## config.mk

```make
export PLATFORM = sky130hd
export DESIGN_NAME = seq_mult_ctrl
export DESIGN_NICKNAME = d
export VERILOG_FILES = /design/src/rtl/seq_mult_pkg.sv /design/src/rtl/seq_mult_dp.sv /design/src/rtl/seq_mult_ctrl.sv
export SDC_FILE = /design/constraint.sdc
export NUM_CORES = 1
export LEC_CHECK = 0
export CORE_AREA = 10 10 151 223
export DETAILED_ROUTE_END_ITERATION = 8
export DIE_AREA = 0 0 161 233
export GPL_TIMING_DRIVEN = 0
export HOLD_SLACK_MARGIN = 0.03
export PLACE_DENSITY = 0.71
export SLEW_MARGIN = 20
export SYNTH_ARGS = -nofsm -noshare
export SYNTH_HDL_FRONTEND = slang
export SYNTH_SLANG_ARGS = --single-unit
export TNS_END_PERCENT = 50
```

## constraint.sdc

```tcl
create_clock -name CLK -period 5.2 [get_ports CLK]
set_clock_uncertainty 0.2 [all_clocks]
set_input_delay 0.78 -clock CLK [delete_from_list [all_inputs] [get_ports CLK]]
set_output_delay 0.78 -clock CLK [all_outputs]
set_load 0.005 [all_outputs]
```

## src/rtl/seq_mult_pkg.sv

```systemverilog
// Shared definitions for the sequential multiplier: FSM encoding, default sizes.
package seq_mult_pkg;

    localparam int WIDTH_DEF = 32;
    localparam int ITER_DEF  = 32;
    localparam int PROD_W    = 64;

    typedef enum logic [2:0] {
        ST_IDLE  = 3'd0,
        ST_SETUP = 3'd1,
        ST_ITER  = 3'd2,
        ST_FIX   = 3'd3,
        ST_DONE  = 3'd4
    } state_t;

endpackage

```

## src/rtl/seq_mult_dp.sv

```systemverilog
// Multiplier datapath: operand latches, shift-add accumulator, sign magnitude and product negation.
// Optional SEQ_MULT_EARLY_TERM_EN adds the zero-remainder detect and bulk accumulator shift.
module seq_mult_dp
    import seq_mult_pkg::*;
#(
    parameter int WIDTH = WIDTH_DEF
) (
    input  logic             clk,
    input  logic             rst_n,
    input  logic             load_en,
    input  logic             setup_en,
    input  logic             iter_en,
    input  logic             fix_en,
`ifdef SEQ_MULT_EARLY_TERM_EN
    input  logic             early_en,
    input  logic [$clog2(WIDTH)-1:0] count,
    input  logic [$clog2(WIDTH):0]   shift_amt,
    output logic             rem_zero,
`endif
    input  logic             sgn,
    input  logic [WIDTH-1:0] a,
    input  logic [WIDTH-1:0] b,
    output logic [WIDTH-1:0] hi,
    output logic [WIDTH-1:0] lo
);
    localparam int PW = 2 * WIDTH;

    logic [WIDTH-1:0] a_r, b_r, mcand, p_hi, p_lo;
    logic             sgn_r, neg_r;
    logic [WIDTH-1:0] a_mag, b_mag;
    logic [WIDTH:0]   sum;
    logic [PW-1:0]    acc, prod;

    assign a_mag = (sgn_r && a_r[WIDTH-1]) ? (~a_r + WIDTH'(1)) : a_r;
    assign b_mag = (sgn_r && b_r[WIDTH-1]) ? (~b_r + WIDTH'(1)) : b_r;
    assign sum   = p_lo[0] ? ({1'b0, p_hi} + {1'b0, mcand}) : {1'b0, p_hi};
    assign acc   = {p_hi, p_lo};
    assign prod  = neg_r ? (~acc + PW'(1)) : acc;

`ifdef SEQ_MULT_EARLY_TERM_EN
    // b_r is stable for the whole operation, so the magnitude can be recomputed here.
    assign rem_zero = ((b_mag >> count) == '0);
`endif

    always_ff @(posedge clk or negedge rst_n) begin
        if (!rst_n) begin
            a_r   <= '0;
            b_r   <= '0;
            sgn_r <= 1'b0;
            mcand <= '0;
            neg_r <= 1'b0;
            p_hi  <= '0;
            p_lo  <= '0;
            hi    <= '0;
            lo    <= '0;
        end else begin
            if (load_en) begin
                a_r   <= a;
                b_r   <= b;
                sgn_r <= sgn;
            end
            if (setup_en) begin
                mcand <= a_mag;
                neg_r <= sgn_r & (a_r[WIDTH-1] ^ b_r[WIDTH-1]);
                p_hi  <= '0;
                p_lo  <= b_mag;
            end
            if (iter_en) begin
`ifdef SEQ_MULT_EARLY_TERM_EN
                if (early_en)
                    {p_hi, p_lo} <= acc >> shift_amt;
                else
`endif
                    {p_hi, p_lo} <= {sum, p_lo[WIDTH-1:1]};
            end
            if (fix_en) begin
                hi <= prod[PW-1:WIDTH];
                lo <= prod[WIDTH-1:0];
            end
        end
    end

endmodule

```

## src/rtl/seq_mult_ctrl.sv

```systemverilog
// Sequencer for the 32x32->64 shift-add multiplier: FSM, iteration counter, datapath enables.
// Optional SEQ_MULT_EARLY_TERM_EN ends the loop once the remaining multiplier bits are zero.
module seq_mult_ctrl
    import seq_mult_pkg::*;
#(
    parameter int WIDTH = WIDTH_DEF,
    parameter int ITER  = ITER_DEF
) (
    input  logic             CLK,
    input  logic             RESET,
    input  logic             START,
    input  logic             SIGNED,
    input  logic [WIDTH-1:0] A,
    input  logic [WIDTH-1:0] B,
    output logic             BUSY,
    output logic             DONE,
    output logic [WIDTH-1:0] HI,
    output logic [WIDTH-1:0] LO
);
    localparam int CNT_W = $clog2(ITER);

    state_t           state, state_nxt;
    logic [CNT_W-1:0] count;
    logic             load_en, setup_en, iter_en, fix_en;

`ifdef SEQ_MULT_EARLY_TERM_EN
    logic             rem_zero, early_en;
    logic [CNT_W:0]   shift_amt;

    assign early_en  = iter_en & rem_zero;
    assign shift_amt = (CNT_W + 1)'(ITER) - {1'b0, count};
`endif

    always_ff @(posedge CLK or negedge RESET) begin
        if (!RESET) state <= ST_IDLE;
        else        state <= state_nxt;
    end

    always_ff @(posedge CLK or negedge RESET) begin
        if (!RESET)        count <= '0;
        else if (setup_en) count <= '0;
        else if (iter_en)  count <= count + 1'b1;
    end

    always_comb begin
        state_nxt = state;
        load_en   = 1'b0;
        setup_en  = 1'b0;
        iter_en   = 1'b0;
        fix_en    = 1'b0;
        BUSY      = 1'b1;
        DONE      = 1'b0;
        case (state)
            ST_IDLE: begin
                BUSY    = 1'b0;
                load_en = START;
                if (START) state_nxt = ST_SETUP;
            end
            ST_SETUP: begin
                setup_en  = 1'b1;
                state_nxt = ST_ITER;
            end
            ST_ITER: begin
                iter_en = 1'b1;
`ifdef SEQ_MULT_EARLY_TERM_EN
                if (rem_zero) state_nxt = ST_FIX;
`endif
                if (count == CNT_W'(ITER - 1)) state_nxt = ST_FIX;
            end
            ST_FIX: begin
                fix_en    = 1'b1;
                state_nxt = ST_DONE;
            end
            ST_DONE: begin
                DONE      = 1'b1;
                state_nxt = ST_IDLE;
            end
            default: state_nxt = ST_IDLE;
        endcase
    end

    seq_mult_dp #(.WIDTH(WIDTH)) u_dp (
        .clk       (CLK),
        .rst_n     (RESET),
        .load_en   (load_en),
        .setup_en  (setup_en),
        .iter_en   (iter_en),
        .fix_en    (fix_en),
`ifdef SEQ_MULT_EARLY_TERM_EN
        .early_en  (early_en),
        .count     (count),
        .shift_amt (shift_amt),
        .rem_zero  (rem_zero),
`endif
        .sgn       (SIGNED),
        .a         (A),
        .b         (B),
        .hi        (HI),
        .lo        (LO)
    );

endmodule

```

==> flow_summary.json, run 1 <==
{
  "status": "finished, final reports clean",
  "hp-class": "reg2reg",
  "multi_input_area_mm2": 0.00721,
  "final_nets": 1726,
  "layout_common_cells": "234 x dfrtp_1, 212 x o21ai_0, 185 x nand2_1",
  "cellLeakagePower_uw": 0.00659,
  "grt_first_pass_wirelength_um": 61000,
  "synth_area_leaders": "dfrtp_1 43%, o21ai_0 7.9%, xor2_1 6.0%",
  "crit_path_frequent_cell": "clkbuf_1",
  "antenna_found_initial": 0,
  "cp-start-kind": "register",
  "rows": 77,
  "dr.pass1.iters": 5,
  "final_common_cell": "dfrtp_1",
  "rsz0062_at_grt": "no",
  "crit_family": "simple AND/OR/NAND/NOR gates",
  "drt_iter0_drc": 714,
  "fin_ws_ps": 750,
  "cts_tree": "built",
  "grt_overflow": 0,
  "yosysUniqueCellTypes": 66,
  "crit_chain": "clkbuf_1, inv_1, clkbuf_1, ha_1, nand4_1, nor4_2, nand3_1, or3_1, o41ai_1, xor2_1, o21ai_0",
  "synth-edff-count": 0,
  "relSlewSlack_pct": 36.8,
  "routed_wl_um": 38700,
  "worst_pin_slew_ps": 944,
  "fmax_mhz": 225,
  "p_per_area_mw_per_mm2": 612,
  "ys_ff_latch": 234,
  "period_minus_slack_ps": 4450,
  "r2r_slack_ps": 750,
  "io_pins": 134,
  "ys_warn_count": 0,
  "first_global_vias": 11400,
  "synth_largest_area_cell": "dfrtp_1",
  "synth_area_mm2": 0.0135,
  "diodes": 0,
  "gp_congestion": 0.931,
  "seq_area_mm2": 0.00586,
  "num-fill-cells": 2789,
  "initial_core_util_pct": 45.7,
  "clock-sinks": 234,
  "htree_levels": 1,
  "crit_required_ps": 5390,
  "cts_resized": 0,
  "num_vias": 11400,
  "core_mm2": 0.0295,
  "wl_per_cell_um": 19.1,
  "ys_seq_area_share_pct": 43.5,
  "slew_violations": 0,
  "drc": 0,
  "hold-worst-slack_ps": 278,
  "drv_cap": 0,
  "clk_latency_ps": 530,
  "grt_max_degree": 96,
  "pre_cts_ws_ps": 791,
  "synthCells": 1459,
  "path_clk_slew_ps": 70,
  "numCtsBuffers": 23,
  "cp-end-kind": "register",
  "root_buffer": "clkbuf_16",
  "io_buffer_count": 133,
  "drtAntennaViolNets": 0,
  "layout-drive-gt1-share_pct": 7.28,
  "die_area_mm2": 0.0375,
  "clockBufferDepth": 3,
  "synthFlopType": "dfrtp_1",
  "netlist.area_leader.share_pct": 43.5,
  "ir_drop_uv": 434,
  "path_buf_inv": 3,
  "die_x_um": 161,
  "dp_hpwl_um": 30400,
  "worstPathMaxFanout": 10,
  "critPathMaxStageDelay_ps": 630,
  "synth-async-reset-ratio_pct": 100,
  "syn_area_per_cell_um2": 9.23,
  "slowest_stage": "nor4_2",
  "period_share_pct": 85.6,
  "synth.net_count": 1565,
  "vias_per_cell": 5.63,
  "arrival_ps": 4640,
  "area_growth_pct": 19.4,
  "hold_viol_final": 0,
  "track_usage_pct": 20.0,
  "path_class": "reg2reg",
  "setup-violations-final": 0,
  "die_h_um": 233
}
## cells in the mapped netlist, drive strengths merged, types with 6 or more instances
library cell,instances
inv,23
nand3,21
or4,17
nor4,9
nor3,23
and2,8
or3,30
a21oi,82
nor2b,6
a211oi,8
o31ai,27
xor2,93
o211ai,6
a22o,11
nor2,70
o41ai,17
clkbuf,80
nand2b,9
a22oi,34
ha,37
nand4,10
o21ai,216
a21o,11
xnor2,40
mux2i,16
mux2,62
o21a,13
nand2,185
dfrtp,234
## registers in the layout (all words and copies together), names as in the netlist
signal / cells
u_dp.a_r: 32
u_dp.sgn_r: 1
count: 5
u_dp.hi: 32
u_dp.neg_r: 1
u_dp.mcand: 32
state: 3
u_dp.lo: 32
u_dp.b_r: 32
u_dp.p_hi: 32
u_dp.p_lo: 32
## layer usage
layer | up-vias | part of all wire [%] | GRT usage (%) | wire length, µm
li1 | 5602 | - | - | -
met1 | 5470 | 42 | 24.1 | 16300
met2 | 281 | 50 | 35.2 | 19300
met3 | 74 | 4.9 | 3.06 | 1890
met4 | 0 | 3.3 | 7.95 | 1300
met5 | - | 0 | 0 | 0
## logic make-up (layout without fill, tap and decap cells)
| group | Yosys count | in the layout | share of synthesized area, % |
|---|---|---|---|
| buffers and inverters | 108 | 283 | 3.03 |
| xor gates and xnor gates | 133 | 133 | 8.65 |
| adders and majority gates | 38 | 38 | 3.59 |
| muxes | 78 | 78 | 6.37 |
| DFF | 234 | 234 | 43.5 |
| AOI/OAI and AO/OA | 459 | 459 | 20.5 |
| and+or+nand+nor | 409 | 409 | 14.4 |
## layout make-up
| cell class | count | share of cell area (%) |
|---|---|---|
| Clock inverter | 6 | 0.272 |
| Tap cell | 395 | 3.07 |
| Buffer | 85 | 2.00 |
| Sequential cell | 234 | 36.4 |
| Multi-Input combinational cell | 1117 | 44.8 |
| Inverter | 23 | 0.537 |
| Clock buffer | 33 | 4.19 |
| Timing Repair Buffer | 136 | 8.71 |
## worst reg2reg max path: cells and delay by family, from the launching register on
family / cells / cell delay (ps)
buffers and inverters: 3 / 1210
flip-flops: 1 / 380
AO/OA/AOI/OAI: 2 / 450
AND/OR/NAND/NOR: 4 / 1560
adder cells (fa/ha/maj): 1 / 330
XOR/XNOR: 1 / 200
## power by group
| part | switching (µW) | leakage, µW | internal, µW |
|---|---|---|---|
| logic | 2640 | 0.00331 | 2090 |
| clock network | 710 | 0.000352 | 901 |
| registers | 895 | 0.00293 | 2610 |
| total | 4250 | 0.00659 | 5600 |
## repair_timing
| item | 4_1_cts | 5_1_grt |
|---|---|---|
| hold buffers | 1 | 0 |
| setup buffers | 0 | 0 |
| endpoints found under the hold margin | 7 | 0 |
| endpoints found under the setup margin | 0 | 0 |
## through the flow
| step | total power, µW | std cells | instance area, µm² | util (%) | setup TNS, ps |
|---|---|---|---|---|---|
| global placement | 8090 | 1987 | 15300 | 51.9 | -1537270 |
| finish | 9850 | 2029 | 16100 | 54.6 | 0 |
| CTS | 9880 | 2029 | 16100 | 54.6 | 0 |
| detailed placement | 8240 | 1989 | 15400 | 52.1 | 0 |
| floorplan | 6490 | 1459 | 13500 | - | 0 |
| global route | 10600 | 2029 | 16100 | 54.6 | 0 |
## path summary, 6_finish.rpt
path                              start            to  depth (start not counted)
setup / recovery           u_dp.p_lo[0]   u_dp.hi[28]                         11
hold / removal               u_dp.hi[3]    u_dp.hi[3]                          2
setup reg to reg           u_dp.p_lo[0]   u_dp.hi[28]                         11
hold reg to reg              u_dp.hi[3]    u_dp.hi[3]                          2
max in group asynchronous         RESET   u_dp.lo[30]                          3
min in group asynchronous         RESET  u_dp.b_r[15]                          2
Note: power is estimated with default switching activity, not from simulation.
==> run 2, diff against run 1 <==
Settings changed: CORE_AREA 10 10 151 223 to 2 2 143 215, DIE_AREA 0 0 161 233 to 0 0 145 217.
==> run 2 against run 1 <==
Effect of this change: non-clock buffer count did not move; first-iteration DRC count rose by 14%; fmax fell by 3.5%; sequential share of layout area fell by 0.36 points; sequential power barely moved; critical path type unchanged; largest cell class unchanged.
==> flow_summary.json, run 2 (same netlist as run 1, synthesis figures left out) <==
{
  "vias_per_cell": 5.79,
  "clk_latency_ps": 540,
  "multi_input_area_mm2": 0.00720,
  "rows": 78,
  "final_common_cell": "dfrtp_1",
  "fmax_mhz": 217,
  "clockBufferDepth": 3,
  "grt_overflow": 0,
  "r2r_start": "u_dp.p_lo[0]",
  "worst_pin_slew_ps": 1080,
  "num-fill-cells": 2719,
  "initial_core_util_pct": 45.2,
  "drv_cap": 0,
  "arrival_ps": 4810,
  "rsz0062_at_grt": "no",
  "final_cells": 2040,
  "wl_met1_um": 15100,
  "wl_per_cell_um": 18.7,
  "dp_cells": 1994,
  "fin_util_pct": 54.6,
  "top_layer_used": "met4",
  "dr_wl_met3_um": 2060,
  "crit_required_ps": 5400,
  "die_x_um": 145,
  "dr.pass1.iters": 6,
  "first_global_vias": 11700,
  "path_class": "reg2reg",
  "root_buffer": "clkbuf_16",
  "antenna_found_initial": 0,
  "drtAntennaViolNets": 0,
  "routed_wl_um": 38100,
  "cp-end-kind": "register",
  "cp-start-kind": "register",
  "gp_congestion": 0.925,
  "htree_levels": 1,
  "dr_wl_met2_um": 19700,
  "path_clk_slew_ps": 70,
  "period_share_pct": 88.7,
  "drt_iter0_drc": 814,
  "layout_common_cells": "234 x dfrtp_1, 212 x o21ai_0, 185 x nand2_1",
  "io_pins": 134,
  "layout-drive-gt1-share_pct": 7.50,
  "drc": 0,
  "dp_hpwl_um": 29600,
  "hold_viol_final": 0,
  "final_nets": 1727,
  "ir_drop_uv": 323,
  "status": "finished, final reports clean",
  "core_mm2": 0.0298,
  "whs_endpoint": "u_dp.lo[9]",
  "die_h_um": 217,
  "hp-start": "u_dp.lo[9]",
  "grt_first_pass_wirelength_um": 61900,
  "power.total_uw": 10100,
  "clock-sinks": 234,
  "hp-class": "reg2reg",
  "r2r_slack_ps": 590,
  "whs_path_depth": 2,
  "area_growth_pct": 20.6,
  "num_vias": 11800,
  "r2r_cells": 11,
  "track_usage_pct": 24.1,
  "period_minus_slack_ps": 4610,
  "seq_area_mm2": 0.00586,
  "p_per_area_mw_per_mm2": 625,
  "numCtsBuffers": 24,
  "relSlewSlack_pct": 28.0,
  "die_area_mm2": 0.0315,
  "hold-worst-slack_ps": 275,
  "cellLeakagePower_uw": 0.00666,
  "slew_violations": 0,
  "worst_r2r_endpoint": "u_dp.hi[28]",
  "setup-violations-final": 0,
  "io_buffer_count": 133,
  "cts_tree": "built",
  "grt_max_degree": 94,
  "worstPathMaxFanout": 10
}
==> run 2: cell types whose count changed in the layout (fill, tap and decap cells not counted) <==
cell	before	now
clkinvlp_4	1	2
clkbuf_8	6	5
nor3_2	1	0
clkinv_4	2	0
inv_6	1	2
nor3_1	22	23
clkbuf_16	23	25
diode_2	0	1
bufinv_16	0	4
==> run 2: per-stage QoR <==
step           setup WS [ps]  instance area [µm²]  TNS (ps)
2_1_floorplan           1680                13500         0
3_3_place_gp           -6570                15300  -1530070
3_5_place_dp             686                15400         0
4_1_cts                  673                16200         0
5_1_grt                  386                16200         0
6_report                 588                16200         0
==> run 2: power breakdown <==
part	leakage (µW)	total [µW]	internal, µW	switching, µW
Clock	0.000422	1900	1150	742
Sequential	0.00293	3530	2610	920
Combinational	0.00330	4720	2080	2640
Total	0.00666	10100	5850	4300
==> run 2: final cells by class <==
type	instances	share of cell area, %
Timing Repair Buffer	136	8.63
Antenna cell	1	0.0154
Clock inverter	10	1.00
Sequential cell	234	36.0
Buffer	85	1.98
Inverter	23	0.532
Tap cell	400	3.08
Clock buffer	34	4.37
Multi-Input combinational cell	1117	44.3
==> run 2: metal layers <==
metal	up-vias	global-route usage (%)
met5	-	0
met4	0	9.97
met3	86	2.43
met2	406	44.3
met1	5730	28.7
li1	5591	-
==> run 2: how the worst max path moves through the flow <==
stage               slack (ps)          start             to  depth (start not counted)
floorplan                 1680  u_dp.p_lo[12]    u_dp.hi[31]                          9
global placement         -6570          RESET  u_dp.p_hi[14]                          1
detailed placement         690   u_dp.p_lo[0]    u_dp.hi[28]                         11
CTS                        670   u_dp.p_lo[0]    u_dp.hi[28]                         11
global route               390   u_dp.p_lo[0]    u_dp.hi[28]                         11
finish                     590   u_dp.p_lo[0]    u_dp.hi[28]                         11
==> run 2: repair_timing <==
item / in CTS / in global routing
buffers inserted: 0 / 0
hold buffers: 1 / 0
resized for setup: 0 / 0
endpoints found under the hold margin: 54 / 0
==> run 2: critical path, stage by stage, from the launching register on <==
cell and delay (ps):
dfrtp_1 380, clkbuf_1 260, inv_1 300, clkbuf_1 610, ha_1 350, nand4_1 370, nor4_2 680, nand3_1 230
or3_1 390, o41ai_1 370, xor2_1 230, o21ai_0 110
==> run 3, diff against run 2 <==
Settings changed: GPL_ROUTABILITY_DRIVEN set to 0, PLACE_DENSITY 0.71 to 0.68.
==> run 3 against run 2 <==
Effect of this change: sequential share of layout area increased by 0.16 points; final cell count is essentially flat; critical path depth is the same; critical path type unchanged.
==> flow_summary.json, run 3 (same netlist as run 1, synthesis figures left out) <==
{
  "crit_path_frequent_cell": "clkbuf_1",
  "period_minus_slack_ps": 4670,
  "path_class": "reg2reg",
  "clock-sinks": 234,
  "power.total_uw": 10100,
  "rsz0062_at_grt": "no",
  "period_share_pct": 89.8,
  "initial_core_util_pct": 45.2,
  "path_clk_slew_ps": 70,
  "crit_end": "u_dp.hi[28]",
  "antenna_found_initial": 0,
  "drtAntennaViolNets": 0,
  "cp-start-kind": "register",
  "dp_hpwl_um": 30800,
  "drv_cap": 0,
  "cellLeakagePower_uw": 0.00663,
  "hold_viol_final": 0,
  "arrival_ps": 4870,
  "num_vias": 11900,
  "crit_start": "u_dp.p_lo[0]",
  "grt_max_degree": 96,
  "grt_overflow": 0,
  "root_buffer": "clkbuf_16",
  "r2r_slack_ps": 530,
  "r2r_cells": 11,
  "fmax_mhz": 214,
  "fin_ws_ps": 531,
  "crit_required_ps": 5400,
  "p_per_area_mw_per_mm2": 626,
  "layout_common_cells": "234 x dfrtp_1, 212 x o21ai_0, 185 x nand2_1",
  "first_global_vias": 11600,
  "clk_latency_ps": 540,
  "cp.depth": 11,
  "drc": 0,
  "area_growth_pct": 20.1,
  "r2r_start": "u_dp.p_lo[0]",
  "cp-end-kind": "register",
  "routed_wl_um": 40200,
  "io_buffer_count": 133,
  "setup-violations-final": 0,
  "ir_drop_uv": 312,
  "die_h_um": 217,
  "crit_family": "simple AND/OR/NAND/NOR gates",
  "num-fill-cells": 2751,
  "drt_iter0_drc": 740,
  "wl_per_cell_um": 19.7,
  "numCtsBuffers": 24,
  "hp-class": "reg2reg",
  "worstPathMaxFanout": 10,
  "clockBufferDepth": 3,
  "slowest_stage": "nor4_2",
  "grt_first_pass_wirelength_um": 63800,
  "final_nets": 1727,
  "io_pins": 134,
  "relSlewSlack_pct": 31.5,
  "critPathMaxStageDelay_ps": 670,
  "track_usage_pct": 25.4,
  "die_area_mm2": 0.0315,
  "rows": 78,
  "die_x_um": 145,
  "htree_levels": 1,
  "cts_tree": "built",
  "diodes": 0,
  "layout-drive-gt1-share_pct": 7.44,
  "crit_chain": "clkbuf_1, inv_1, clkbuf_1, ha_1, nand4_1, nor4_2, nand3_1, or3_1, o41ai_1, xor2_1, o21ai_0",
  "vias_per_cell": 5.83,
  "status": "finished, final reports clean",
  "worst_r2r_endpoint": "u_dp.hi[28]",
  "worst_pin_slew_ps": 1020,
  "path_buf_inv": 3,
  "final_common_cell": "dfrtp_1",
  "dr.pass1.iters": 5,
  "core_mm2": 0.0298,
  "slew_violations": 0,
  "cts_setup_buffers": 0,
  "pre_cts_ws_ps": 692
}
==> run 3: routing by layer <==
metal / global-route usage [%] / up-vias / wire, µm
met5: 0 / - / 0
met1: 29.2 / 5789 / 15500
met2: 47.0 / 402 / 20800
met3: 2.41 / 106 / 1790
li1: - / 5591 / -
met4: 12.6 / 0 / 1980
==> run 3: worst register-to-register path, delay by kind of cell, from the launching register on <==
family	cells	cell delay, ps
AND/OR/NAND/NOR	4	1780
flip-flops	1	380
AO/OA/AOI/OAI	2	420
buffers and inverters	3	1190
XOR/XNOR	1	230
adder cells (fa/ha/maj)	1	340
==> run 3: how the worst min path moves through the flow <==
stage	depth (start not counted)	slack, ps	endpoint	startpoint
finish	2	270	u_dp.lo[13]	u_dp.lo[13]
global route	1	300	count[3]	count[3]
CTS	2	280	u_dp.lo[4]	u_dp.lo[4]
detailed placement	2	270	u_dp.lo[4]	u_dp.lo[4]
global placement	2	270	u_dp.lo[5]	u_dp.lo[5]
floorplan	2	240	u_dp.mcand[31]	u_dp.mcand[31]
==> run 3: per-stage QoR <==
step                      cell area, µm²  hold slack, ps  setup TNS, ps  instances  utilization [%]
after floorplan                    13500             243              0       1459                -
after global placement             15300             266       -1563810       1992             51.4
after detailed placement           15400             270              0       1994             51.6
after global routing               16200             304              0       2039             54.3
after CTS                          16200             283              0       2039             54.3
final                              16200             274              0       2039             54.3
==> run 3: repair_timing <==
item / in CTS / in global routing
setup endpoints to repair: 0 / 0
gates resized for setup: 0 / 0
hold buffers: 1 / 0
hold endpoints to repair: 15 / 0
==> run 3: power by group <==
group	switching (µW)	total, µW	internal (µW)	leakage (µW)
sequential	949	3560	2610	0.00293
clock	728	1740	1020	0.000391
combinational	2740	4820	2080	0.00330
total	4410	10100	5710	0.00663
==> run 3: area by class of cell <==
cell class	instances	area (µm²)	area share (%)
multi-input combinational	1117	7200	44.5
sequential	234	5860	36.2
timing repair buffer	136	1400	8.67
clock buffer	36	727	4.50
tap	400	500	3.10
buffer	85	322	1.99
inverter	23	86.3	0.534
clock inverter	8	73.8	0.457
